===== config.mk =====
export PLATFORM = sky130hd
export DESIGN_NAME = alu_sequencer
export DESIGN_NICKNAME = d
export VERILOG_FILES = /design/src/rtl/alu_sequencer.sv
export SDC_FILE = /design/constraint.sdc
export NUM_CORES = 1
export LEC_CHECK = 0
export CORE_MARGIN = 10
export CORE_UTILIZATION = 35
export DETAILED_ROUTE_END_ITERATION = 10
export GPL_ROUTABILITY_DRIVEN = 0
export MAX_ROUTING_LAYER = met4
export PLACE_DENSITY = 0.69
export SLEW_MARGIN = 20
export SYNTH_ARGS = -nofsm -noshare
export SYNTH_HDL_FRONTEND = slang
export SYNTH_SLANG_ARGS = --single-unit

===== constraint.sdc =====
create_clock -name clk -period 2.55 [get_ports clk]
set_input_delay 0.51 -clock clk [delete_from_list [all_inputs] [get_ports clk]]
set_output_delay 0.51 -clock clk [all_outputs]
set_load 0.02 [all_outputs]

===== src/rtl/alu_sequencer.sv =====
// alu_sequencer
//
// Multi-cycle controller for the 8-bit A/B-register add/subtract ALU. It accepts one
// command at a time over a valid/ready handshake and requests the shared bus. It then
// steps through the operand loads, an optional adder settle window, and the result
// write with flag capture. The block drives no bus data itself. It only decides which
// source drives the bus and which register loads from it.
//
// Parameters
//   SETTLE_CYCLES  idle cycles between load of B and the result write (0..15)
//   TIMEOUT        cycles spent waiting in REQ without a grant before giving up (1..255)
//
// Ports
//   clk         system clock, rising edge
//   rst         synchronous, active-high reset
//   cmd_valid   command present
//   cmd_op      0=ADD, 1=SUB, 2=CMP (subtract, flags only), 3=ACC (keep A, load B, add)
//   cmd_ready   sequencer idle; command taken when cmd_valid && cmd_ready
//   bus_req     request ownership of the shared bus
//   bus_gnt     bus ownership granted by the arbiter
//   opa_oe      operand-A source drives the bus
//   opb_oe      operand-B source drives the bus
//   load_A      ALU register A loads from the bus at this edge
//   load_B      ALU register B loads from the bus at this edge
//   write_ALU   ALU drives its result onto the bus
//   subtract    ALU mode select, 1 = A - B
//   res_load    destination register loads the ALU result at this edge
//   carry       ALU carry output (combinational)
//   zero        ALU zero output (combinational)
//   carry_flag  latched carry flag
//   zero_flag   latched zero flag
//   done        one-cycle pulse during the EXEC cycle
//   err         one-cycle registered pulse after a timeout or grant-loss abort

module alu_sequencer #(
    parameter int unsigned SETTLE_CYCLES = 0,
    parameter int unsigned TIMEOUT       = 15
) (
    input  logic       clk,
    input  logic       rst,
    input  logic       cmd_valid,
    input  logic [1:0] cmd_op,
    output logic       cmd_ready,
    output logic       bus_req,
    input  logic       bus_gnt,
    output logic       opa_oe,
    output logic       opb_oe,
    output logic       load_A,
    output logic       load_B,
    output logic       write_ALU,
    output logic       subtract,
    output logic       res_load,
    input  logic       carry,
    input  logic       zero,
    output logic       carry_flag,
    output logic       zero_flag,
    output logic       done,
    output logic       err
);

    localparam logic [1:0] OpAdd = 2'd0;
    localparam logic [1:0] OpSub = 2'd1;
    localparam logic [1:0] OpCmp = 2'd2;
    localparam logic [1:0] OpAcc = 2'd3;

    // Terminal counts. The settle terminal is only consulted when SETTLE_CYCLES > 0.
    localparam logic [7:0] TimeoutLast = 8'(TIMEOUT - 1);
    localparam logic [7:0] SettleLast  = (SETTLE_CYCLES > 0) ? 8'(SETTLE_CYCLES - 1) : 8'd0;

    typedef enum logic [2:0] {
        StIdle,
        StReq,
        StLdA,
        StLdB,
        StSettle,
        StExec
    } state_t;

    state_t     state_q, state_d;
    logic [1:0] op_q, op_d;
    logic [7:0] cnt_q, cnt_d;
    logic       carry_flag_q, carry_flag_d;
    logic       zero_flag_q, zero_flag_d;
    logic       err_q, err_d;
    logic       abort;

    // State register. Reset wins over everything, including an operation in flight.
    always_ff @(posedge clk) begin
        if (rst) begin
            state_q      <= StIdle;
            op_q         <= OpAdd;
            cnt_q        <= 8'd0;
            carry_flag_q <= 1'b0;
            zero_flag_q  <= 1'b0;
            err_q        <= 1'b0;
        end else begin
            state_q      <= state_d;
            op_q         <= op_d;
            cnt_q        <= cnt_d;
            carry_flag_q <= carry_flag_d;
            zero_flag_q  <= zero_flag_d;
            err_q        <= err_d;
        end
    end

    // Next-state logic. Once the bus is granted, losing it at any later step abandons the
    // operation. The flags are left untouched on every abort path.
    always_comb begin
        state_d      = state_q;
        op_d         = op_q;
        cnt_d        = cnt_q;
        carry_flag_d = carry_flag_q;
        zero_flag_d  = zero_flag_q;
        abort        = 1'b0;

        unique case (state_q)
            StIdle: begin
                if (cmd_valid) begin
                    op_d    = cmd_op;
                    cnt_d   = 8'd0;
                    state_d = StReq;
                end
            end

            StReq: begin
                if (bus_gnt) begin
                    // ACC reuses the A register contents, so the A load is skipped.
                    state_d = (op_q == OpAcc) ? StLdB : StLdA;
                end else if (cnt_q == TimeoutLast) begin
                    abort   = 1'b1;
                    state_d = StIdle;
                end else begin
                    cnt_d = cnt_q + 8'd1;
                end
            end

            StLdA: begin
                if (!bus_gnt) begin
                    abort   = 1'b1;
                    state_d = StIdle;
                end else begin
                    state_d = StLdB;
                end
            end

            StLdB: begin
                if (!bus_gnt) begin
                    abort   = 1'b1;
                    state_d = StIdle;
                end else if (SETTLE_CYCLES > 0) begin
                    cnt_d   = 8'd0;
                    state_d = StSettle;
                end else begin
                    state_d = StExec;
                end
            end

            StSettle: begin
                if (!bus_gnt) begin
                    abort   = 1'b1;
                    state_d = StIdle;
                end else if (cnt_q == SettleLast) begin
                    state_d = StExec;
                end else begin
                    cnt_d = cnt_q + 8'd1;
                end
            end

            StExec: begin
                if (!bus_gnt) begin
                    abort   = 1'b1;
                    state_d = StIdle;
                end else begin
                    carry_flag_d = carry;
                    zero_flag_d  = zero;
                    state_d      = StIdle;
                end
            end

            default: begin
                state_d = StIdle;
            end
        endcase

        err_d = abort;
    end

    // Moore outputs decoded from state and the latched op. The register load strobes are
    // additionally gated with the grant so an aborting cycle cannot corrupt any register.
    // The three bus drivers are decoded from three different states, so at most one of them
    // is active in any cycle.
    always_comb begin
        cmd_ready = 1'b0;
        bus_req   = 1'b0;
        opa_oe    = 1'b0;
        opb_oe    = 1'b0;
        load_A    = 1'b0;
        load_B    = 1'b0;
        write_ALU = 1'b0;
        subtract  = 1'b0;
        res_load  = 1'b0;
        done      = 1'b0;

        unique case (state_q)
            StIdle: begin
                cmd_ready = 1'b1;
            end

            StReq: begin
                bus_req = 1'b1;
            end

            StLdA: begin
                bus_req = 1'b1;
                opa_oe  = 1'b1;
                load_A  = bus_gnt;
            end

            StLdB: begin
                bus_req = 1'b1;
                opb_oe  = 1'b1;
                load_B  = bus_gnt;
            end

            StSettle: begin
                bus_req  = 1'b1;
                subtract = (op_q == OpSub) || (op_q == OpCmp);
            end

            StExec: begin
                bus_req   = 1'b1;
                write_ALU = 1'b1;
                done      = 1'b1;
                subtract  = (op_q == OpSub) || (op_q == OpCmp);
                // CMP only updates the flags and never writes a result.
                res_load  = (op_q != OpCmp) && bus_gnt;
            end

            default: begin
                cmd_ready = 1'b0;
            end
        endcase
    end

    assign carry_flag = carry_flag_q;
    assign zero_flag  = zero_flag_q;
    assign err        = err_q;

endmodule


==> impl_metrics.csv <==
group,metric,value,unit
floorplanning,start_util,37.7,%
timing,worst_pin_slew,0.433,ns
floorplanning,die_h,75.2,um
timing,rsz0062_at_grt,"no",
critical_path,cp_cell_sequence,"clkdlybuf4s50_1 -> nand4b_1 -> nor2_1 -> clkdlybuf4s50_1",
global_routing,antenna_found_initial,0,
global_routing,overflow,0,
critical_path,setup.worst_path.start_class,"primary input",
synthesis,synthFlopType,"dfxtp_1",
synthesis,synth_warnings,0,
placed_design,hpwl,1850,um
final_layout,stdcell_area,0.00132,mm2
drt,drtIter0Drc,17,
drt,drc,0,
synthesis,synthTopCellsByCount,"dfxtp_1 (16), nor2_1 (11), mux2i_1 (8), a21oi_1 (7), nand2_1 (6)",
synthesis,netlist_area,0.00107,mm2
clocking,cts_root_buf,"clkbuf_4",
critical_path,critPathBufInv,2,
timing,hold-worst-slack,0.501,ns
clocking,cts_tree,"built",
floorplanning,core-area,0.00283,mm2
timing,slew_violations,0,
global_routing,grt_max_degree,14,
outcome,status,"completed",
final_layout,area_growth,24.0,%
power,peakVddDrop,0.280,mV
timing,skew,0.00342,ns
drt,routed_via_density,5.36,
clocking,ctsHoldBuffers,0,
global_routing,grtUsageTotal,9.55,%
synthesis,ys_types,41,
timing,finalSetupTns,0,ns
drt,wl,2480,um
clocking,htree_levels,1,
critical_path,max_stage_delay,0.61,ns
floorplanning,fp-row-count,19,
timing,min_period_over_period,98.1,%
synthesis,syn_inst,119,
global_routing,grt_pass1_wl,4150,um
floorplanning,dieArea,0.00566,mm2
synthesis,async_flop_share,0,%
drt,wire_per_inst,14.5,um
final_layout,finish.utilization,46.8,%
timing,setup_viol,0,
critical_path,required,2.04,ns
synthesis,synth_area_leaders,"dfxtp_1 (30%), mux2i_1 (7.5%), ha_1 (5.9%)",
critical_path,critical-path-top-delay-family,"buffers and inverters",
timing,clock.fmax,0.400,GHz
global_routing,first_global_vias,904,
critical_path,worstSetupPathType,"primary input to primary output",
synthesis,ys_ff_latch,16,
floorplanning,die_w,75.2,um
clocking,clk_latency,0.29,ns
clocking,clock_sinks,16,
critical_path,worst_path_max_delay_cell,"clkdlybuf4s50_1",
final_layout,diodes,0,
clocking,cts_buffers,3,
power,p_per_area,417,mW/mm2
drt,vias,917,
floorplanning,io_pins,21,
worst_hold_path,hold_class,"flop to flop",
clocking,clkSlewWorstSetupHoldPaths,0.09,ns
timing,final.min_clock_period,2.50,ns
power,p_leak,0.520,nW
critical_path,critPathArrivalTime,1.99,ns
critical_path,cp-end-kind,"primary output",
synthesis,yosysTopAreaCellShare,30.0,%
final_layout,fin_nets,154,
synthesis,ys_seq_area_share,30.0,%
timing,hold_viol_final,0,
synthesis,syn_nets,132,
power,totalPowerFinal,0.000553,W
critical_path,worst_path_most_repeated_cell,"clkdlybuf4s50_1",
synthesis,synth_edf_count,0,
final_layout,n_fill_cell,291,
placed_design,port_buffers,20,
final_layout,drive_gt1_share,15.0,%
critical_path,critPathMaxFanout,6,
placed_design,postPlaceCellArea,0.00129,mm2
drt,first_pass_iters,4,
timing,relSlewSlack,70.9,%
run,cap_violations,0,
synthesis,avgSynthCellArea,8.97,um2
synthesis,yosysMostFrequentCell,"dfxtp_1",
clocking,clock_path_buffers,2,
drt,ant_nets,0,
synthesis,synth_top_cell_by_area,"dfxtp_1",
==> cells in the final DEF (no fill, tap or decap), types with 2 or more instances in the layout <==
master           instances
o21ai_0                  3
xnor2_1                  2
a21oi_1                  7
nand3_1                  2
nor3b_1                  3
nand4b_1                 2
mux2i_1                  8
and2_1                   3
nand4_1                  3
clkdlybuf4s50_1         20
nand2b_1                 2
inv_1                    4
nand2_1                  6
nor2_1                  11
a211oi_1                 3
and3_1                   4
nor3_1                   2
buf_4                    5
ha_1                     5
or3_1                    5
clkbuf_4                 3
dfxtp_1                 15
or2_2                    3
==> cells by family after synthesis <==
| family | Yosys count | synth area share, % |
|---|---|---|
| AO/OA/AOI/OAI | 21 | 14.7 |
| XOR/XNOR | 2 | 1.64 |
| adder cells (fa/ha/maj) | 5 | 5.86 |
| buffers and inverters | 12 | 6.80 |
| flip-flops | 16 | 30.0 |
| multiplexers | 8 | 7.50 |
| AND/OR/NAND/NOR | 55 | 33.5 |
==> flip-flops by register name, indices dropped and copies added, names as in the netlist <==
name / count
cnt_q: 8
zero_flag: 1
carry_flag: 1
state_q: 3
op_q: 2
err: 1
==> report_power, final <==
group / switching (W) / internal (W)
clock: 0.0000808 / 0.0000869
sequential: 0.0000106 / 0.000257
combinational: 0.0000578 / 0.0000592
total: 0.000149 / 0.000403
==> final timing paths <==
check	startpoint	end	slack (ns)	depth (start not counted)
max	bus_gnt	res_load	0.05	4
min	carry_flag	carry_flag	0.50	2
max reg2reg	state_q[2]	cnt_q[0]	0.86	5
min reg2reg	carry_flag	carry_flag	0.50	2
==> cell type report <==
| cell class | count | area, um2 | share of cell area [%] |
|---|---|---|---|
| clock buffers | 4 | 36.3 | 2.74 |
| multi-input cells | 91 | 674 | 50.9 |
| inverters | 4 | 15.0 | 1.13 |
| flip-flops and latches | 16 | 322 | 24.3 |
| well taps | 31 | 38.8 | 2.93 |
| repair buffers | 25 | 238 | 18.0 |
==> metrics by stage <==
stage / worst slack [ns] / instances
3_5_place_dp: 0.0693 / 167
3_3_place_gp: 0.0945 / 167
6_report: 0.0472 / 171
4_1_cts: 0.0519 / 171
5_1_grt: 0.00897 / 171
2_1_floorplan: 0.381 / 119
==> worst min-delay path, stage by stage, from the launching register on <==
cell and delay, ns:
dfxtp_1 0.33, mux2i_1 0.07, nor2_1 0.07
==> timing repair <==
| action | 4_1_cts | 5_1_grt |
|---|---|---|
| resized for setup | 0 | 1 |
| endpoints found under the setup margin | 0 | 1 |
| buffers inserted | 0 | 0 |
==> metal layers <==
metal	global-route usage [%]	vias up	part of all wire, %
met3	2.50	2	2.0
met4	3.51	0	1.4
met1	10.5	436	46
met2	16.2	9	51
met5	-	-	0
li1	-	470	-
No activity file was read; power rests on OpenSTA's default activity.
